<file path="src/rtl/redmule_tile_ctrl.sv">
// Purpose: tile-level sequencer for RedMulE (W load, drain, Z fill/store over N tiles, 1-2 Z buffers).
// Latency: outputs decode from registered state; z_fill_o is combinational from reg_enable_i in BUFFERING.
// Backpressure: stalls in WAIT_BUF/WAIT_STORE until the store side empties the needed Z buffer.
// Ports: clk_i/rst_i/clear_i (sync, active-high); start_i + cfg_* (captured at start);
//        reg_enable_i, w_loaded_i, z_full_i, z_empty_i from engine/buffers;
//        busy/done/first_load/w_shift/z_fill/z_buf_sel/store_req/store_buf/accumulate/flush/tile_cnt out.
module redmule_tile_ctrl #(
    parameter int unsigned Height   = 4,
    parameter int unsigned CntWidth = 16,
    parameter int unsigned NumZBuf  = 2,
    localparam int unsigned BufIdxW = 1
) (
    input  logic                clk_i,
    input  logic                rst_i,
    input  logic                clear_i,
    input  logic                start_i,
    input  logic [CntWidth-1:0] cfg_w_rows_i,
    input  logic [CntWidth-1:0] cfg_tot_stores_i,
    input  logic                cfg_acc_init_i,
    input  logic                reg_enable_i,
    input  logic                w_loaded_i,
    input  logic [NumZBuf-1:0]  z_full_i,
    input  logic [NumZBuf-1:0]  z_empty_i,
    output logic                busy_o,
    output logic                done_o,
    output logic                first_load_o,
    output logic                w_shift_o,
    output logic                z_fill_o,
    output logic [BufIdxW-1:0]  z_buf_sel_o,
    output logic                store_req_o,
    output logic [BufIdxW-1:0]  store_buf_o,
    output logic                accumulate_o,
    output logic                flush_o,
    output logic [CntWidth-1:0] tile_cnt_o
);

    typedef enum logic [2:0] {
        S_IDLE, S_STARTING, S_COMPUTING, S_DRAIN,
        S_BUFFERING, S_WAIT_BUF, S_WAIT_STORE, S_FINISHED
    } state_e;

    state_e                state, state_nxt;
    logic [CntWidth-1:0]   cfg_w_rows, cfg_tot_stores;
    logic                  cfg_acc_init;
    logic [CntWidth-1:0]   row_cnt, row_nxt, row_inc;
    logic [CntWidth-1:0]   drain_cnt, drain_nxt;
    logic [CntWidth-1:0]   acc_cnt, acc_nxt;
    logic [CntWidth-1:0]   filled, filled_nxt;
    logic [CntWidth-1:0]   tile_cnt;
    logic [NumZBuf-1:0]    pending, pending_nxt, store_mask, fill_mask;
    logic [NumZBuf-1:0]    z_empty_q;
    logic [BufIdxW-1:0]    fill_ptr, fill_ptr_nxt, fill_ptr_inc;
    logic [BufIdxW-1:0]    store_ptr, store_ptr_inc;
    logic                  store_hit, fill_hit;

    // With a single buffer both pointers stay at 0.
    assign fill_ptr_inc  = (NumZBuf > 1) ? fill_ptr + 1'b1 : '0;
    assign store_ptr_inc = (NumZBuf > 1) ? store_ptr + 1'b1 : '0;

    // W-row prefetch counter saturates at the configured row count.
    assign row_inc = (w_loaded_i && (row_cnt != cfg_w_rows)) ? row_cnt + 1'b1 : row_cnt;

    // Fill and store events on the pending mask; both apply in the same cycle.
    always_comb begin
        store_hit  = pending[store_ptr] & z_empty_i[store_ptr] & ~z_empty_q[store_ptr];
        fill_hit   = (state == S_BUFFERING) & z_full_i[fill_ptr];
        store_mask = '0;
        fill_mask  = '0;
        if (store_hit) store_mask[store_ptr] = 1'b1;
        if (fill_hit)  fill_mask[fill_ptr]   = 1'b1;
        pending_nxt = (pending & ~store_mask) | fill_mask;
    end

    always_comb begin
        state_nxt    = state;
        row_nxt      = row_cnt;
        drain_nxt    = drain_cnt;
        acc_nxt      = acc_cnt;
        filled_nxt   = filled;
        fill_ptr_nxt = fill_ptr;
        if ((state == S_COMPUTING || state == S_DRAIN) && reg_enable_i
            && acc_cnt != CntWidth'(Height)) begin
            acc_nxt = acc_cnt + 1'b1;
        end
        case (state)
            S_IDLE: begin
                if (start_i) begin
                    state_nxt = (cfg_tot_stores_i == '0) ? S_FINISHED : S_STARTING;
                end
            end
            S_STARTING: begin
                if (w_loaded_i) begin
                    state_nxt = S_COMPUTING;
                    row_nxt   = CntWidth'(1);
                end
            end
            S_COMPUTING: begin
                if (row_cnt == cfg_w_rows) begin
                    state_nxt = S_DRAIN;
                    row_nxt   = '0;
                    drain_nxt = '0;
                end else begin
                    row_nxt = row_inc;
                end
            end
            S_DRAIN: begin
                row_nxt = row_inc;
                if (reg_enable_i) begin
                    drain_nxt = drain_cnt + 1'b1;
                    // Height-1 enables flush the array pipeline.
                    if (drain_cnt == CntWidth'(Height - 2)) state_nxt = S_BUFFERING;
                end
            end
            S_BUFFERING: begin
                row_nxt = row_inc;
                if (fill_hit) begin
                    filled_nxt   = filled + 1'b1;
                    fill_ptr_nxt = fill_ptr_inc;
                    if (filled + 1'b1 == cfg_tot_stores) begin
                        state_nxt = S_WAIT_STORE;
                    end else if (pending_nxt[fill_ptr_inc]) begin
                        state_nxt = S_WAIT_BUF;
                    end else begin
                        state_nxt = S_COMPUTING;
                        acc_nxt   = '0;
                    end
                end
            end
            S_WAIT_BUF: begin
                row_nxt = row_inc;
                // Same-cycle empty edge on the awaited buffer releases immediately.
                if (!pending_nxt[fill_ptr]) begin
                    state_nxt = S_COMPUTING;
                    acc_nxt   = '0;
                end
            end
            S_WAIT_STORE: begin
                if (pending == '0) state_nxt = S_FINISHED;
            end
            default: begin
                state_nxt    = S_IDLE;
                row_nxt      = '0;
                drain_nxt    = '0;
                acc_nxt      = '0;
                filled_nxt   = '0;
                fill_ptr_nxt = '0;
            end
        endcase
    end

    always_ff @(posedge clk_i) begin
        if (rst_i || clear_i) begin
            state          <= S_IDLE;
            cfg_w_rows     <= '0;
            cfg_tot_stores <= '0;
            cfg_acc_init   <= 1'b0;
            row_cnt        <= '0;
            drain_cnt      <= '0;
            acc_cnt        <= '0;
            filled         <= '0;
            tile_cnt       <= '0;
            pending        <= '0;
            fill_ptr       <= '0;
            store_ptr      <= '0;
            z_empty_q      <= '0;
        end else begin
            state     <= state_nxt;
            row_cnt   <= row_nxt;
            drain_cnt <= drain_nxt;
            acc_cnt   <= acc_nxt;
            filled    <= filled_nxt;
            fill_ptr  <= fill_ptr_nxt;
            z_empty_q <= z_empty_i;
            if (state == S_IDLE && start_i) begin
                cfg_w_rows     <= cfg_w_rows_i;
                cfg_tot_stores <= cfg_tot_stores_i;
                cfg_acc_init   <= cfg_acc_init_i;
            end
            if (state == S_FINISHED) begin
                pending   <= '0;
                store_ptr <= '0;
                tile_cnt  <= '0;
            end else begin
                pending <= pending_nxt;
                if (store_hit) begin
                    store_ptr <= store_ptr_inc;
                    tile_cnt  <= tile_cnt + 1'b1;
                end
            end
        end
    end

    assign busy_o       = (state != S_IDLE) && (state != S_FINISHED);
    assign done_o       = (state == S_FINISHED);
    assign flush_o      = (state == S_FINISHED);
    assign first_load_o = (state == S_STARTING);
    assign w_shift_o    = (state == S_COMPUTING) || (state == S_DRAIN) || (state == S_BUFFERING)
                          || (state == S_WAIT_BUF) || (state == S_WAIT_STORE);
    assign z_fill_o     = (state == S_BUFFERING) && reg_enable_i;
    assign z_buf_sel_o  = fill_ptr;
    assign store_req_o  = pending[store_ptr];
    assign store_buf_o  = store_ptr;
    assign accumulate_o = ((state == S_COMPUTING) || (state == S_DRAIN))
                          && (cfg_acc_init || acc_cnt == CntWidth'(Height));
    assign tile_cnt_o   = tile_cnt;

endmodule

</file>
<file path="config.mk">
export PLATFORM = sky130hd
export DESIGN_NAME = redmule_tile_ctrl
export DESIGN_NICKNAME = d
export VERILOG_FILES = /design/src/rtl/redmule_tile_ctrl.sv
export SDC_FILE = /design/constraint.sdc
export NUM_CORES = 1
export LEC_CHECK = 0
export BUFFER_PORTS_ARGS = -buffer_cell sky130_fd_sc_hd__buf_4
export CORE_AREA = 2 2 107 109
export CTS_CLUSTER_SIZE = 16
export DETAILED_ROUTE_END_ITERATION = 16
export DIE_AREA = 0 0 109 111
export PLACE_DENSITY = 0.86
export RECOVER_POWER = 50
export SLEW_MARGIN = 20
export SYNTH_ARGS = -nofsm -noshare
export SYNTH_HDL_FRONTEND = slang
export SYNTH_SLANG_ARGS = --single-unit
</file>
<file path="constraint.sdc">
create_clock -name clk_i -period 6.15 [get_ports clk_i]
set_input_delay 0.3075 -clock clk_i [delete_from_list [all_inputs] [get_ports clk_i]]
set_output_delay 0.3075 -clock clk_i [all_outputs]
set_load 0.03 [all_outputs]
</file>
==> metrics.txt <==
status finished with violations; failing checks capacitance limit, slew limit; worst hold path type in2reg; flip-flop and latch area 0.00244 mm²; antenna-violating nets left 0; initial DRC count 494; final clock skew 0.00797 ns; postcts setup bufs 0; top cells by area, synth dfxtp_1, nand2_1, xor2_1, a21oi_1, xnor2_1; GPL Wtd Cong 0.909; multi-input logic area 0.00368 mm²; gr usage total 0.275; Clock power frac 0.526; Setup crit end acc_cnt[15]; CP max stage cell clkbuf_1; Clock Pin Slew Worst Setup and Hold Paths 0.06 ns; number of setup violations in the final report 0; critical path type reg2reg; Reg2Reg Launch Point state[1]; Max transition margin -0.149; Post-DP HPWL 10600 µm; sequential power share 0.412; initial antenna violation count 0; FF+latch count, synth 122; DRT Pass-1 Iters 5; Crit path buffers/inverters 2; final net count 890; max incr delay on CP 1.29 ns; Mapped Cells 790; Die H 111 µm; Root Buffer clkbuf_16; setup tns final 0 ns; VDD IR max 0.245 mV; Slew Viols, Final 34; Cell Int Power 0.00152 W; period utilization 0.542; first-pass GRT wire length 26800 µm; Clock Sinks 122; PD cells 264 mW/mm²; number of synthesized flops with an enable pin 0; core area 0.0111 mm²; Sw Ratio 0.224; register area share after synthesis 0.383; Synth Flop Type dfxtp_1; CP Depth 4; Gate power share 0.062; total grt overflow 0; share of the synthesized area in the top cell type 0.383; Hold Slack 0.107 ns; required time worst endpoint 6.37 ns; Max Buffers Root-to-Sink 2; maximum clock frequency 0.300 GHz; CTS buffer count 17; io pins 69; vias post-DR 5929; Resize count post-CTS 0; Reg2Reg Depth 4; Via density 5.95; top cell family by delay on the critical path buffers and inverters; min Tclk post-route 3.33 ns; maxcap violations 1; mapped cell area 0.00637 mm²; Post-synth ARST share 0; Starting Density 0.575; commonest non-fill, non-tap cell in the layout dfxtp_1; fill cell total of the finished layout 885; total die area 0.0121 mm²; Worst setup SP type flip-flop; share of post-route cells with drive strength above 1 0.130; Worst Max-Slew Pin Slew 1.72 ns; Arr. time, crit path 3.55 ns; final WL 15700 µm; CP max FO 33; # diodes 0; Rows 39; htree depth 4; Area growth syn-to-layout 16.9%; CP cell instances inv_1, o21ai_0, clkbuf_1, nor4_1; Leak 2.66 nW; slack of the worst reg-to-reg path 2.82 ns; Mean Syn Cell Area 8.06 µm²; capture point of the worst reg-to-reg path acc_cnt[15]; post-DR wirelength/cell 15.7 µm; post-synth cell types 65; Critical path origin state[1]; pin count of the biggest net entering global routing 54; Residual DRC 0; width of the die 109 µm; RSZ-0062 raised after global routing false; Buffers on Ports 68; worst-skew pair later-pin latency 0.42 ns; hold buffers post-CTS 0; vias in the first global route 5652; Syn Nets 840; Final Util 0.672; number of hold violations in the final report 0; P_sw 0.000441 W; Critical Path End Type flip-flop; cell type with the largest total area after synthesis dfxtp_1; most frequent cells in the layout dfxtp_1, nand2_1, nor2_1; Syn. warnings 0; CTS tree yes
-- cell families (layout without fill, tap and decap cells) --
| group | after synthesis | count (layout) | synth area share |
|---|---|---|---|
| xor+xnor | 84 | 84 | 0.118 |
| buf+inv | 60 | 123 | 0.0387 |
| flops | 122 | 122 | 0.383 |
| compound gates | 134 | 134 | 0.125 |
| fa+ha+maj | 7 | 7 | 0.0138 |
| mux | 6 | 6 | 0.00963 |
| simple gates | 377 | 377 | 0.312 |
-- power groups by stage --
stage	combinational [W]	clock, W	sequential [W]
after global routing	0.000135	0.00108	0.000811
after CTS	0.000122	0.00104	0.000810
final	0.000122	0.00103	0.000810
after detailed placement	0.000121	0	0.000827
after global placement	0.000119	0	0.000826
after floorplan	0.0000790	0	0.000821
-- registers in the layout, indices dropped and copies added, names as in the netlist --
signal	cells
acc_cnt	16
cfg_tot_stores	16
cfg_w_rows	16
drain_cnt	16
filled	16
row_cnt	16
tile_cnt_o	16
state	3
pending	2
z_empty_q	2
cfg_acc_init	1
store_buf_o	1
z_buf_sel_o	1
-- Yosys cell counts (6+ instances only) --
library cell,count
and2_1,9
nor3_1,18
and4_1,6
clkbuf_1,29
dfxtp_1,122
ha_1,7
nor4_1,20
xor2_1,49
a21oi_1,63
nand3b_1,7
nor2b_1,6
o21ai_0,31
nor2_1,78
nand2_1,117
a211oi_1,6
inv_1,17
xnor2_1,34
and3_1,14
nand3_1,26
or3_1,20
nor4_2,12
nand4_1,17
buf_2,7
-- per-stage QoR --
step           power [W]  instance area (µm²)  instances  worst slack (ns)
2_1_floorplan   0.000900                 6370        790              3.71
3_3_place_gp    0.000945                 6920        964              3.29
3_5_place_dp    0.000948                 6920        964              3.20
4_1_cts          0.00197                 7530        996              3.18
5_1_grt          0.00202                 7450        996              2.39
6_report         0.00197                 7450        996              2.82
-- metal layers --
metal / vias up / GRT usage / wire (µm)
met4: 0 / 0.0940 / 381
met1: 2811 / 0.361 / 6820
met2: 204 / 0.438 / 7380
met5: - / 0 / 0
met3: 48 / 0.0682 / 1070
li1: 2866 / - / -
-- final cells by class --
type | instances | share of cell area
Sequential cell | 122 | 0.328
Timing Repair Buffer | 74 | 0.0635
Tap cell | 143 | 0.0240
Clock inverter | 11 | 0.0227
Clock buffer | 21 | 0.0591
Inverter | 17 | 0.00857
Multi-Input combinational cell | 608 | 0.494
-- how the worst min path moves through the flow --
stage	start	cells after the start	slack, ns	end
final	z_empty_i[1]	2	0.11	z_empty_q[1]
after CTS	z_empty_i[1]	2	0.10	z_empty_q[1]
after floorplan	z_empty_i[0]	1	0.43	z_empty_q[0]
after detailed placement	cfg_w_rows[11]	2	0.46	cfg_w_rows[11]
after global routing	z_empty_i[1]	2	0.12	z_empty_q[1]
after global placement	cfg_tot_stores[13]	2	0.45	cfg_tot_stores[13]
(Power assumes the default switching activity.)
